`src/rtl/tap_ctrl.sv`:
```
// rtl/tap_ctrl.sv - IEEE 1149.1 TAP FSM, 4-bit IR, DR strobes and TDO mux; TAP_RUNBIST_EN enables RUNBIST
module tap_ctrl (
    input  logic       TCK,
    input  logic       RST,
    input  logic       TMS,
    input  logic       TDI,
    input  logic       ID_REG_TDO,
    input  logic       BSR_TDO,
    input  logic       BIST_TDO,
    output logic       CAPTUREDR,
    output logic       SHIFTDR,
    output logic       UPDATEDR,
    output logic       IDCODE_SELECT,
    output logic       SAMPLE_SELECT,
    output logic       EXTEST_SELECT,
    output logic       INTEST_SELECT,
    output logic       USERCODE_SELECT,
    output logic       RUNBIST_SELECT,
    output logic       GETTEST_SELECT,
    output logic       BIST_RUN,
    output logic       TDO,
    output logic       TDO_EN,
    output logic [3:0] TAP_STATE
);

    localparam logic [3:0] S_TLR  = 4'hF;
    localparam logic [3:0] S_RTI  = 4'hC;
    localparam logic [3:0] S_SDRS = 4'h7;
    localparam logic [3:0] S_CDR  = 4'h6;
    localparam logic [3:0] S_SDR  = 4'h2;
    localparam logic [3:0] S_E1DR = 4'h1;
    localparam logic [3:0] S_PDR  = 4'h3;
    localparam logic [3:0] S_E2DR = 4'h0;
    localparam logic [3:0] S_UDR  = 4'h5;
    localparam logic [3:0] S_SIRS = 4'h4;
    localparam logic [3:0] S_CIR  = 4'hE;
    localparam logic [3:0] S_SIR  = 4'hA;
    localparam logic [3:0] S_E1IR = 4'h9;
    localparam logic [3:0] S_PIR  = 4'hB;
    localparam logic [3:0] S_E2IR = 4'h8;
    localparam logic [3:0] S_UIR  = 4'hD;

    localparam logic [3:0] OP_EXTEST   = 4'h0;
    localparam logic [3:0] OP_IDCODE   = 4'h1;
    localparam logic [3:0] OP_SAMPLE   = 4'h2;
    localparam logic [3:0] OP_INTEST   = 4'h3;
    localparam logic [3:0] OP_USERCODE = 4'h4;
    localparam logic [3:0] OP_GETTEST  = 4'h6;
`ifdef TAP_RUNBIST_EN
    localparam logic [3:0] OP_RUNBIST  = 4'h5;
`endif

    localparam logic [3:0] IR_CAPTURE  = 4'b0101;

    logic [3:0] state;
    logic [3:0] next_state;
    logic [3:0] ir;
    logic [3:0] ir_sh;
    logic       bypass_reg;
    logic       any_select;
    logic       bsr_select;
    logic       tdo_next;

`ifndef TAP_RUNBIST_EN
    logic       bist_tdo_unused;
    assign bist_tdo_unused = BIST_TDO;
`endif

    always_ff @(posedge TCK) begin
        if (RST) begin
            state <= S_TLR;
        end else begin
            state <= next_state;
        end
    end

    always_comb begin
        next_state = state;
        case (state)
            S_TLR:   next_state = TMS ? S_TLR  : S_RTI;
            S_RTI:   next_state = TMS ? S_SDRS : S_RTI;
            S_SDRS:  next_state = TMS ? S_SIRS : S_CDR;
            S_CDR:   next_state = TMS ? S_E1DR : S_SDR;
            S_SDR:   next_state = TMS ? S_E1DR : S_SDR;
            S_E1DR:  next_state = TMS ? S_UDR  : S_PDR;
            S_PDR:   next_state = TMS ? S_E2DR : S_PDR;
            S_E2DR:  next_state = TMS ? S_UDR  : S_SDR;
            S_UDR:   next_state = TMS ? S_SDRS : S_RTI;
            S_SIRS:  next_state = TMS ? S_TLR  : S_CIR;
            S_CIR:   next_state = TMS ? S_E1IR : S_SIR;
            S_SIR:   next_state = TMS ? S_E1IR : S_SIR;
            S_E1IR:  next_state = TMS ? S_UIR  : S_PIR;
            S_PIR:   next_state = TMS ? S_E2IR : S_PIR;
            S_E2IR:  next_state = TMS ? S_UIR  : S_SIR;
            S_UIR:   next_state = TMS ? S_SDRS : S_RTI;
            default: next_state = S_TLR;
        endcase
    end

    always_comb begin
        CAPTUREDR       = (state == S_CDR);
        SHIFTDR         = (state == S_SDR);
        UPDATEDR        = (state == S_UDR);

        IDCODE_SELECT   = 1'b0;
        SAMPLE_SELECT   = 1'b0;
        EXTEST_SELECT   = 1'b0;
        INTEST_SELECT   = 1'b0;
        USERCODE_SELECT = 1'b0;
        RUNBIST_SELECT  = 1'b0;
        GETTEST_SELECT  = 1'b0;
        // Unlisted opcodes fall through to the all-low BYPASS decode.
        case (ir)
            OP_EXTEST:   EXTEST_SELECT   = 1'b1;
            OP_IDCODE:   IDCODE_SELECT   = 1'b1;
            OP_SAMPLE:   SAMPLE_SELECT   = 1'b1;
            OP_INTEST:   INTEST_SELECT   = 1'b1;
            OP_USERCODE: USERCODE_SELECT = 1'b1;
            OP_GETTEST:  GETTEST_SELECT  = 1'b1;
`ifdef TAP_RUNBIST_EN
            OP_RUNBIST:  RUNBIST_SELECT  = 1'b1;
`endif
            default:     ;
        endcase

        BIST_RUN   = RUNBIST_SELECT && (state == S_RTI);
        bsr_select = SAMPLE_SELECT | EXTEST_SELECT | INTEST_SELECT |
                     USERCODE_SELECT | GETTEST_SELECT;
        any_select = bsr_select | IDCODE_SELECT | RUNBIST_SELECT;

        tdo_next = 1'b0;
        if (state == S_SIR) begin
            tdo_next = ir_sh[0];
        end else if (state == S_SDR) begin
            if (IDCODE_SELECT) begin
                tdo_next = ID_REG_TDO;
            end else if (bsr_select) begin
                tdo_next = BSR_TDO;
`ifdef TAP_RUNBIST_EN
            end else if (RUNBIST_SELECT) begin
                tdo_next = BIST_TDO;
`endif
            end else begin
                tdo_next = bypass_reg;
            end
        end
    end

    // Each action lands on the posedge that ends the state it belongs to.
    always_ff @(posedge TCK) begin
        if (RST || (state == S_TLR)) begin
            ir         <= OP_IDCODE;
            ir_sh      <= 4'b0000;
            bypass_reg <= 1'b0;
        end else begin
            case (state)
                S_CIR:   ir_sh <= IR_CAPTURE;
                S_SIR:   ir_sh <= {TDI, ir_sh[3:1]};
                S_UIR:   ir    <= ir_sh;
                S_CDR:   bypass_reg <= 1'b0;
                S_SDR: begin
                    if (!any_select) begin
                        bypass_reg <= TDI;
                    end
                end
                default: ;
            endcase
        end
    end

    always_ff @(negedge TCK) begin
        TDO    <= tdo_next;
        TDO_EN <= (state == S_SIR) || (state == S_SDR);
    end

    assign TAP_STATE = state;

endmodule

```
`config.mk`:
```
export PLATFORM = sky130hd
export DESIGN_NAME = tap_ctrl
export DESIGN_NICKNAME = d
export VERILOG_FILES = /design/src/rtl/tap_ctrl.sv
export SDC_FILE = /design/constraint.sdc
export NUM_CORES = 1
export LEC_CHECK = 0
export CORE_AREA = 4 4 51 48
export DETAILED_ROUTE_END_ITERATION = 12
export DIE_AREA = 0 0 55 52
export PLACE_DENSITY = 0.76
export SKIP_LAST_GASP = 1
export SYNTH_ARGS = -nofsm -noshare
export SYNTH_HDL_FRONTEND = slang
export SYNTH_SLANG_ARGS = --single-unit
export TNS_END_PERCENT = 1
```
`constraint.sdc`:
```
create_clock -name TCK -period 1.26 [get_ports TCK]
set_input_delay 0.189 -clock TCK [delete_from_list [all_inputs] [get_ports TCK]]
set_output_delay 0.189 -clock TCK [all_outputs]
set_load 0.005 [all_outputs]
```
### After elaboration in Yosys (flattened, before gate mapping)

Cells that the tools add are included.

| storage, ports and cells | value |
|---|---|
| bits in registers | 15 |
| bits of input ports | 7 |
| output and inout bits | 17 |
| word-level logic and storage cells | 68 |

| operators by class | value |
|---|---|
| eq/ne operators | 21 |
| muxes and demuxes | 26 |
| bitwise operators | 5 |
| reductions and logical operators | 10 |

Operators with widths:

| kind | count |
|---|---|
| 4-bit case mux with 12 select lines | 1 |
| 4-bit equality test, second input constant | 8 |
| 4-bit by 3-bit equality test with 1-bit output, second input constant | 6 |
| 4-bit by 2-bit equality test with 1-bit output, second input constant | 4 |
| 1-bit 2-to-1 mux | 12 |
| 2-bit 2-to-1 mux | 6 |
| 3-bit 2-to-1 mux | 4 |
| 4-bit by 1-bit equality test with 1-bit output, second input constant | 2 |
| 4-bit zero test | 2 |
| 4-bit case mux with 2 select lines | 1 |
| 1-bit bitwise OR | 5 |
| 4-bit 2-to-1 mux | 1 |
| 2-bit nonzero test | 2 |
| 2-bit OR reduction | 2 |
| 3-bit OR reduction | 1 |
| 1-bit logical OR | 2 |
| 2-bit inequality test, second input constant | 1 |
| 1-bit case mux with 2 select lines | 1 |
| 2-bit AND reduction | 1 |

### Logic depth before layout (Yosys ltp)

Gate-level depths: netlist of the first run.

| logic depth | value |
|---|---|
| depth in word-level cells | 10 |
| mapped depth | 5 |
| mapped depth without buffers | 4 |

==> results of run 1 <==
## power by group
| group | internal (mW) | switching [mW] |
|---|---|---|
| Sequential | 0.505 | 0.0287 |
| Clock | 0.124 | 0.169 |
| Combinational | 0.202 | 0.168 |
| Total | 0.831 | 0.366 |
## synthesized netlist by cell type, drive strengths merged (2+ instances only)
| cell type | number |
|---|---|
| nor3 | 7 |
| nor3b | 2 |
| a21oi | 7 |
| inv | 6 |
| mux2i | 3 |
| a211o | 2 |
| dfxtp | 15 |
| nor2 | 12 |
| buf | 9 |
| nand2b | 5 |
| nand2 | 8 |
| o21ai | 3 |
## cell type report
class | instances | area (um^2)
Clock buffer | 3 | 22.5
Clock inverter | 3 | 11.3
Timing Repair Buffer | 43 | 354
Tap cell | 25 | 31.3
Fill cell | 166 | 676
Sequential cell | 15 | 310
Inverter | 6 | 22.5
Multi-Input combinational cell | 69 | 468
## layer usage
layer / up-vias / GRT usage / wire, um / share of wire
met1: 412 / 0.174 / 886 / 0.42
li1: 422 / - / - / -
met5: - / 0 / 0 / 0
met2: 25 / 0.252 / 1060 / 0.51
met4: 0 / 0.0810 / 24 / 0.011
met3: 2 / 0.0344 / 121 / 0.058
## layout by cell type, fill, tap and decap left out, types with 2 or more instances in the layout
cell / netlist / routed
a211o_1: 2 / 2
a21oi_1: 7 / 6
buf_2: 1 / 2
buf_4: 4 / 23
clkbuf_4: 0 / 3
clkdlybuf4s50_1: 0 / 8
conb_1: 1 / 2
dfxtp_1: 15 / 9
dfxtp_2: 0 / 5
dlygate4sd2_1: 0 / 9
inv_1: 6 / 7
mux2i_1: 3 / 3
nand2_1: 7 / 6
nand2b_1: 4 / 3
nand2b_4: 1 / 2
nor2_1: 12 / 12
nor3_1: 7 / 7
o21ai_0: 3 / 3
## final timing paths
kind | to | slack, ps | cells after the start
worst max-delay path | TDO | -330 | 3
worst min-delay path | ir_sh[1] | 480 | 2
worst max register to register | TDO | -330 | 3
worst min register to register | ir_sh[1] | 480 | 2
## kinds of logic (layout without fill, tap and decap cells)
kind of cell	Yosys count	after routing
AOI/OAI and AO/OA	22	22
buffers and inverters	17	55
DFF	15	15
muxes	3	3
other	1	2
and+or+nand+nor	42	42
## what timing repair did
action,4_1_cts,5_1_grt
pin swaps,3,3
endpoints found under the hold margin,0,0
setup endpoints to repair,24,28
resized for setup,23,3
## worst max-delay path, cell delays in order (launching register included)
cell,delay [ps]
dfxtp_2,360
o41ai_2,360
a221oi_2,100
a21oi_1,130
==> parameters.txt, run 1 <==
Parameter                              Value

Clocking
  Count of clock tree sinks ... 15
  Clock slew at reported path FFs ... 90 ps
  Buffer levels on the longest clock path ... 2
  Total number of H-tree levels ... 1
  Root Driver ... clkbuf_4
  TritonCTS clock tree ... yes
  Skew-Pair Late Insertion Delay ... ~330 ps
  Number of setup buffers added after CTS ... 0
  Post-cts hold buffer count ... 0
  Number of clock buffers inserted by TritonCTS ... 3

Finish
  Area added between synthesis and finish ... 44.7%
  Share of layout cells above drive strength 1 ... 0.345
  ANT cells ... 0
  Final non-filler cell total ... 164
  Share of the core filled with cells in the final layout ... 0.644
  Final cell area excluding filler cells ... 1220 um^2
  Net count of the finished layout ... ~150

Synth
  Fraction of post-synthesis cell area in the top cell type by area ... 0.356
  Register area share after synthesis ... 0.356
  Area share of and/or/nand/nor cells after synthesis ... 0.285
  Largest cells by area after synthesis ... dfxtp_1, buf_6, nor2_1
  Xor and xnor area share after synthesis ... 0
  Number of standard cells after synthesis ... 100
  Largest family of logic cells by synthesized area ... simple AND/OR/NAND/NOR gates
  Most instantiated flip-flop cell in the synthesis netlist ... dfxtp_1
  Register bit count reported by yosys ... 15
  Mean instance size in the synthesized netlist ... 8.43 um^2
  Share of the synthesized area in compound gates (AO/OA/AOI/OAI) ... 0.188
  Top cell type by total area after synthesis ... dfxtp_1
  Synth Area in Adders ... 0
  Share of async-settable or async-resettable flops after synthesis ... 0
  Count of flip-flops with a built-in enable after synthesis ... 0
  Cell variety after synth ... 37
  Post-synthesis mux area share ... 0.0356
  Netlist Area Pre-Place ... 843 um^2
  Total number of yosys warnings ... 0

GRT
  Combined global-route utilization of all metal layers ... 0.151
  Via count of the first global-routing pass ... 767
  Wire length of the first global-routing pass ... about 3100 um
  Initial antenna violation count ... 0
  Maximum number of pins on one net before global-route repair ... 12
  Grt total ovfl ... 0

Outcome
  Failing checks ... negative setup slack
  Status ... complete, but fails checks

STA
  Post-route setup TNS ... -3880 ps
  Fin Clk Skew ... ~56 ps
  Number of failing setup endpoints in the final timing report ... 23
  Unrepaired setup endpoints after global routing ... true
  Fin. Hold Viols ... 0
  Hold slack ... just under 500 ps
  Crit path setup slack, layout ... -335 ps
  Max-slew violations ... 0

Min path
  Hold Path Origin ... ir_sh[1]
  Worst min path class ... register to register

Drt
  Average wire per standard cell ... between 10 and 15 um
  Total length of routed wires ... 2090 um
  Remaining design rule violation count ... 0
  Remaining antenna violation count after routing ... 0
  Drt initial violations ... 8
  Routed via count ... 861
  DR pass1 iterations ... 6
  Vias/cell ... 5.25

Floorplanning
  Floorplan core area ... 1900 um^2
  Number of top-level design ports ... 24
  Std cell rows ... 15
  Total Die Area ... 2860 um^2
  Die H ... 52 um
  Initial standard-cell utilization of the core ... 0.445
  Floorplan die width ... 55 um

Critical path
  Required time reported for the critical path endpoint ... 890 ps
  Reg2Reg Launch Point ... ir[1]
  Capturing element type of the critical path ... register
  Arrival time at the worst endpoint ... roughly 1200 ps
  Max Fanout on Critical Path ... 3
  Class of the most critical setup path ... register to register
  Crit path from ... ir[1]
  Type of element launching the critical path ... register

Placement
  Placed Area ... around 1200 um^2
  Pre-CTS setup slack ... -686 ps
  Detailed Place HPWL ... 1540 um
  # placed instances ... around 160
  # port buffers ... 20
  GPL Wtd Cong ... 0.909

Pwr
  Worst voltage drop across the vdd grid ... 0.817 mV
  Pleak ... 0.594 nW
  Total power consumption of the routed design ... 1.20 mW
  Power Dens Cells ... 981 nW/um^2

Job
  Max-capacitance violation count ... 0
(Power assumes the default switching activity.)
==> run 2, diff against run 1 <==
--- a/config.mk
+++ b/config.mk
@@ -5,10 +5,11 @@
 export SDC_FILE = /design/constraint.sdc
 export NUM_CORES = 1
 export LEC_CHECK = 0
-export CORE_AREA = 4 4 51 48
+export CORE_AREA = 4 4 46 52
+export CTS_BUF_LIST = sky130_fd_sc_hd__clkbuf_16
 export DETAILED_ROUTE_END_ITERATION = 12
-export DIE_AREA = 0 0 55 52
-export PLACE_DENSITY = 0.76
+export DIE_AREA = 0 0 50 56
+export PLACE_DENSITY = 0.78
 export SKIP_LAST_GASP = 1
 export SYNTH_ARGS = -nofsm -noshare
 export SYNTH_HDL_FRONTEND = slang
==> run 2 against run 1 <==
Net effect:
- the flow still finishes with violations (negative setup slack)
- critical path depth down 2
- non-clock buffer count down 4
- sequential share of layout area down 0.97 points
- core utilization up 2.2 points
- hold slack about the same
- via count down 1.7%
- critical endpoint is now TDO_EN
- highest routed layer unchanged
==> parameters.txt, run 2 (synthesized netlist as in run 1, its figures left out) <==
Parameter                              Value

Job
  Max-capacitance violation count ... 0 (unchanged)

Finish
  Commonest non-fill, non-tap cell in the layout ... buf_4
  Net count of the finished layout ... 143 (-2.7%)
  Share of layout cells above drive strength 1 ... 0.333 (-0.0120)
  Share of the core filled with cells in the final layout ... 0.666 (+0.0222)
  Area added between synthesis and finish ... 52.8%
  Count of filler cells inserted in the layout ... 162 (-2.4%)
  ANT cells ... 0 (unchanged)
  Most frequent cells in the layout ... buf_4, nor2_1, dlygate4sd2_1

Pwr
  Worst voltage drop across the vdd grid ... 1.16 mV (+42%)
  Total power consumption of the routed design ... 1.74 mW (+45%)
  Pleak ... 0.614 nW (+3.4%)
  Power Dens Cells ... 1350 nW/um^2 (+37%)

GRT
  GR met1 Demand/Resource ... 0.195 (+0.0218)
  Maximum number of pins on one net before global-route repair ... 12 (unchanged)
  Met2 global-route usage ... 0.332 (+0.0801)
  Via count of the first global-routing pass ... 915 (+19%)
  Initial antenna violation count ... 0 (unchanged)
  Wire length of the first global-routing pass ... 4000 um (+29%)
  Grt total ovfl ... 0 (unchanged)
  Routing usage on met3 ... 0.0322 (-0.00221)
  Layer with the highest usage after global routing ... met2
  Combined global-route utilization of all metal layers ... 0.180 (+0.0294)

Floorplanning
  Total Die Area ... 2800 um^2 (-2.1%)
  Die H ... 56 um (+7.7%)
  Floorplan core area ... 1940 um^2 (+2.1%)
  Number of top-level design ports ... 24 (unchanged)
  Initial standard-cell utilization of the core ... 0.436 (-0.00920)
  Floorplan die width ... 50 um (-9.1%)
  Std cell rows ... 17 (+2)

Drt
  DR pass1 iterations ... 4 (-2)
  Routed via count ... 846 (-1.7%)
  Average wire per standard cell ... 13.8 um (+8.2%)
  Total length of routed wires ... 2250 um (+7.5%)
  Remaining antenna violation count after routing ... 0 (unchanged)
  Remaining design rule violation count ... 0 (unchanged)
  Drt initial violations ... 20 (+12)
  Vias/cell ... 5.19 (-1.1%)

Critical path
  Ordered cell list for the critical path ... buf_2
  Buffers and inverters on the worst path ... 1 (+1)
  Largest stage delay, worst path ... 290 ps (-70 ps)
  Highest-delay cell along the critical path ... dfxtp_1
  Reg-to-reg endpoint ... TDO
  Reg2Reg Launch Point ... ir[1]
  Capturing element type of the critical path ... primary output
  Max Fanout on Critical Path ... 1 (-2)
  Logic depth of the worst register-to-register path ... 3 (unchanged)
  Type of element launching the critical path ... register
  Top delay family on crit path ... flip-flops
  Required time reported for the critical path endpoint ... 1070 ps (+180 ps)
  Arrival time at the worst endpoint ... 1360 ps (+130 ps)
  FF-to-FF setup slack ... -280 ps (+50 ps)
  Class of the most critical setup path ... register to primary output

Placement
  # port buffers ... 20 (unchanged)
  Detailed Place HPWL ... 1630 um (+5.7%)
  GPL Wtd Cong ... 0.766 (-16%)
  Pre-CTS setup slack ... -703 ps (-17.0 ps)

Clocking
  Count of clock tree sinks ... 15 (unchanged)
  Post-cts hold buffer count ... 0 (unchanged)
  Clock slew at reported path FFs ... 50 ps (-40 ps)
  Skew-Pair Late Insertion Delay ... 320 ps (about the same)
  Total number of H-tree levels ... 1 (unchanged)
  Number of clock buffers inserted by TritonCTS ... 3 (unchanged)
  Root Driver ... clkbuf_16
  Buffer levels on the longest clock path ... 2 (unchanged)
  TritonCTS clock tree ... yes

STA
  Crit path setup slack, layout ... -291 ps (+43.8 ps)
  Max-slew violations ... 0 (unchanged)
  Fin Clk Skew ... 84.4 ps (+27.9 ps)
  Number of failing setup endpoints in the final timing report ... 18 (-22%)
  Fin. Hold Viols ... 0 (unchanged)
  Post-route setup TNS ... -3230 ps (+649 ps)
  Unrepaired setup endpoints after global routing ... true

Min path
  Hold Path Origin ... ir_sh[1]
  Hold Path Depth ... 2 (unchanged)
  Worst min path class ... register to register
  Endpoint of the worst hold path ... ir_sh[1]

Outcome
  Failing checks ... negative setup slack
  Status ... complete, but fails checks
run 2: changes by cell type in the layout (fill, tap and decap cells not counted), moves of 2 or more:
cell and change:
clkbuf_16 +3, clkbuf_4 -3, dfxtp_1 -2, buf_4 -5
run 2: through the flow:
step                hold slack (ps)  cell area [um^2]  instances
CTS                             483              1260        163
finish                          485              1290        163
detailed placement              476              1160        158
global placement                457              1160        158
floorplan                       283               871        101
global route                    529              1290        163
run 2: worst max path at each step:
stage	from	to	slack (ps)	cells past startpoint
global route	ir[1]	TDO	-320	3
floorplan	ir[2]	TDO	-350	5
global placement	ID_REG_TDO	TDO	-670	5
CTS	ir[3]	TDO	-300	3
finish	TDO_EN	TDO_EN	-290	1
detailed placement	ID_REG_TDO	TDO	-700	5
run 2: worst reg2reg max path, stage by stage, from the launching register on:
cell      delay, ps
dfxtp_4         360
o41ai_4         340
a221oi_2         90
a21oi_1         120
run 2: area by class of cell:
class	count	area, um^2	share of cell area
multi-input combinational	69	473	0.367
timing repair buffer	39	330	0.256
sequential	15	315	0.245
clock buffer	3	75.1	0.0583
clock inverter	3	37.5	0.0291
tap	28	35.0	0.0272
inverter	6	22.5	0.0175
run 2: layer usage:
layer,share of wire,vias up
li1,-,415
met1,0.38,403
met2,0.57,24
met3,0.039,4
met4,0.017,0
met5,0,-
run 2: power breakdown:
part	switching, mW	leakage (nW)	total [mW]	internal, mW
clock network	0.206	0.0618	0.842	0.636
registers	0.0266	0.124	0.529	0.503
logic	0.175	0.428	0.365	0.190
total	0.408	0.614	1.74	1.33
run 2: timing repair:
action / CTS / global route
resized for setup: 24 / 7
endpoints found under the setup margin: 23 / 25
cloned: 0 / 0
pin swaps: 3 / 3
setup buffers: 0 / 0
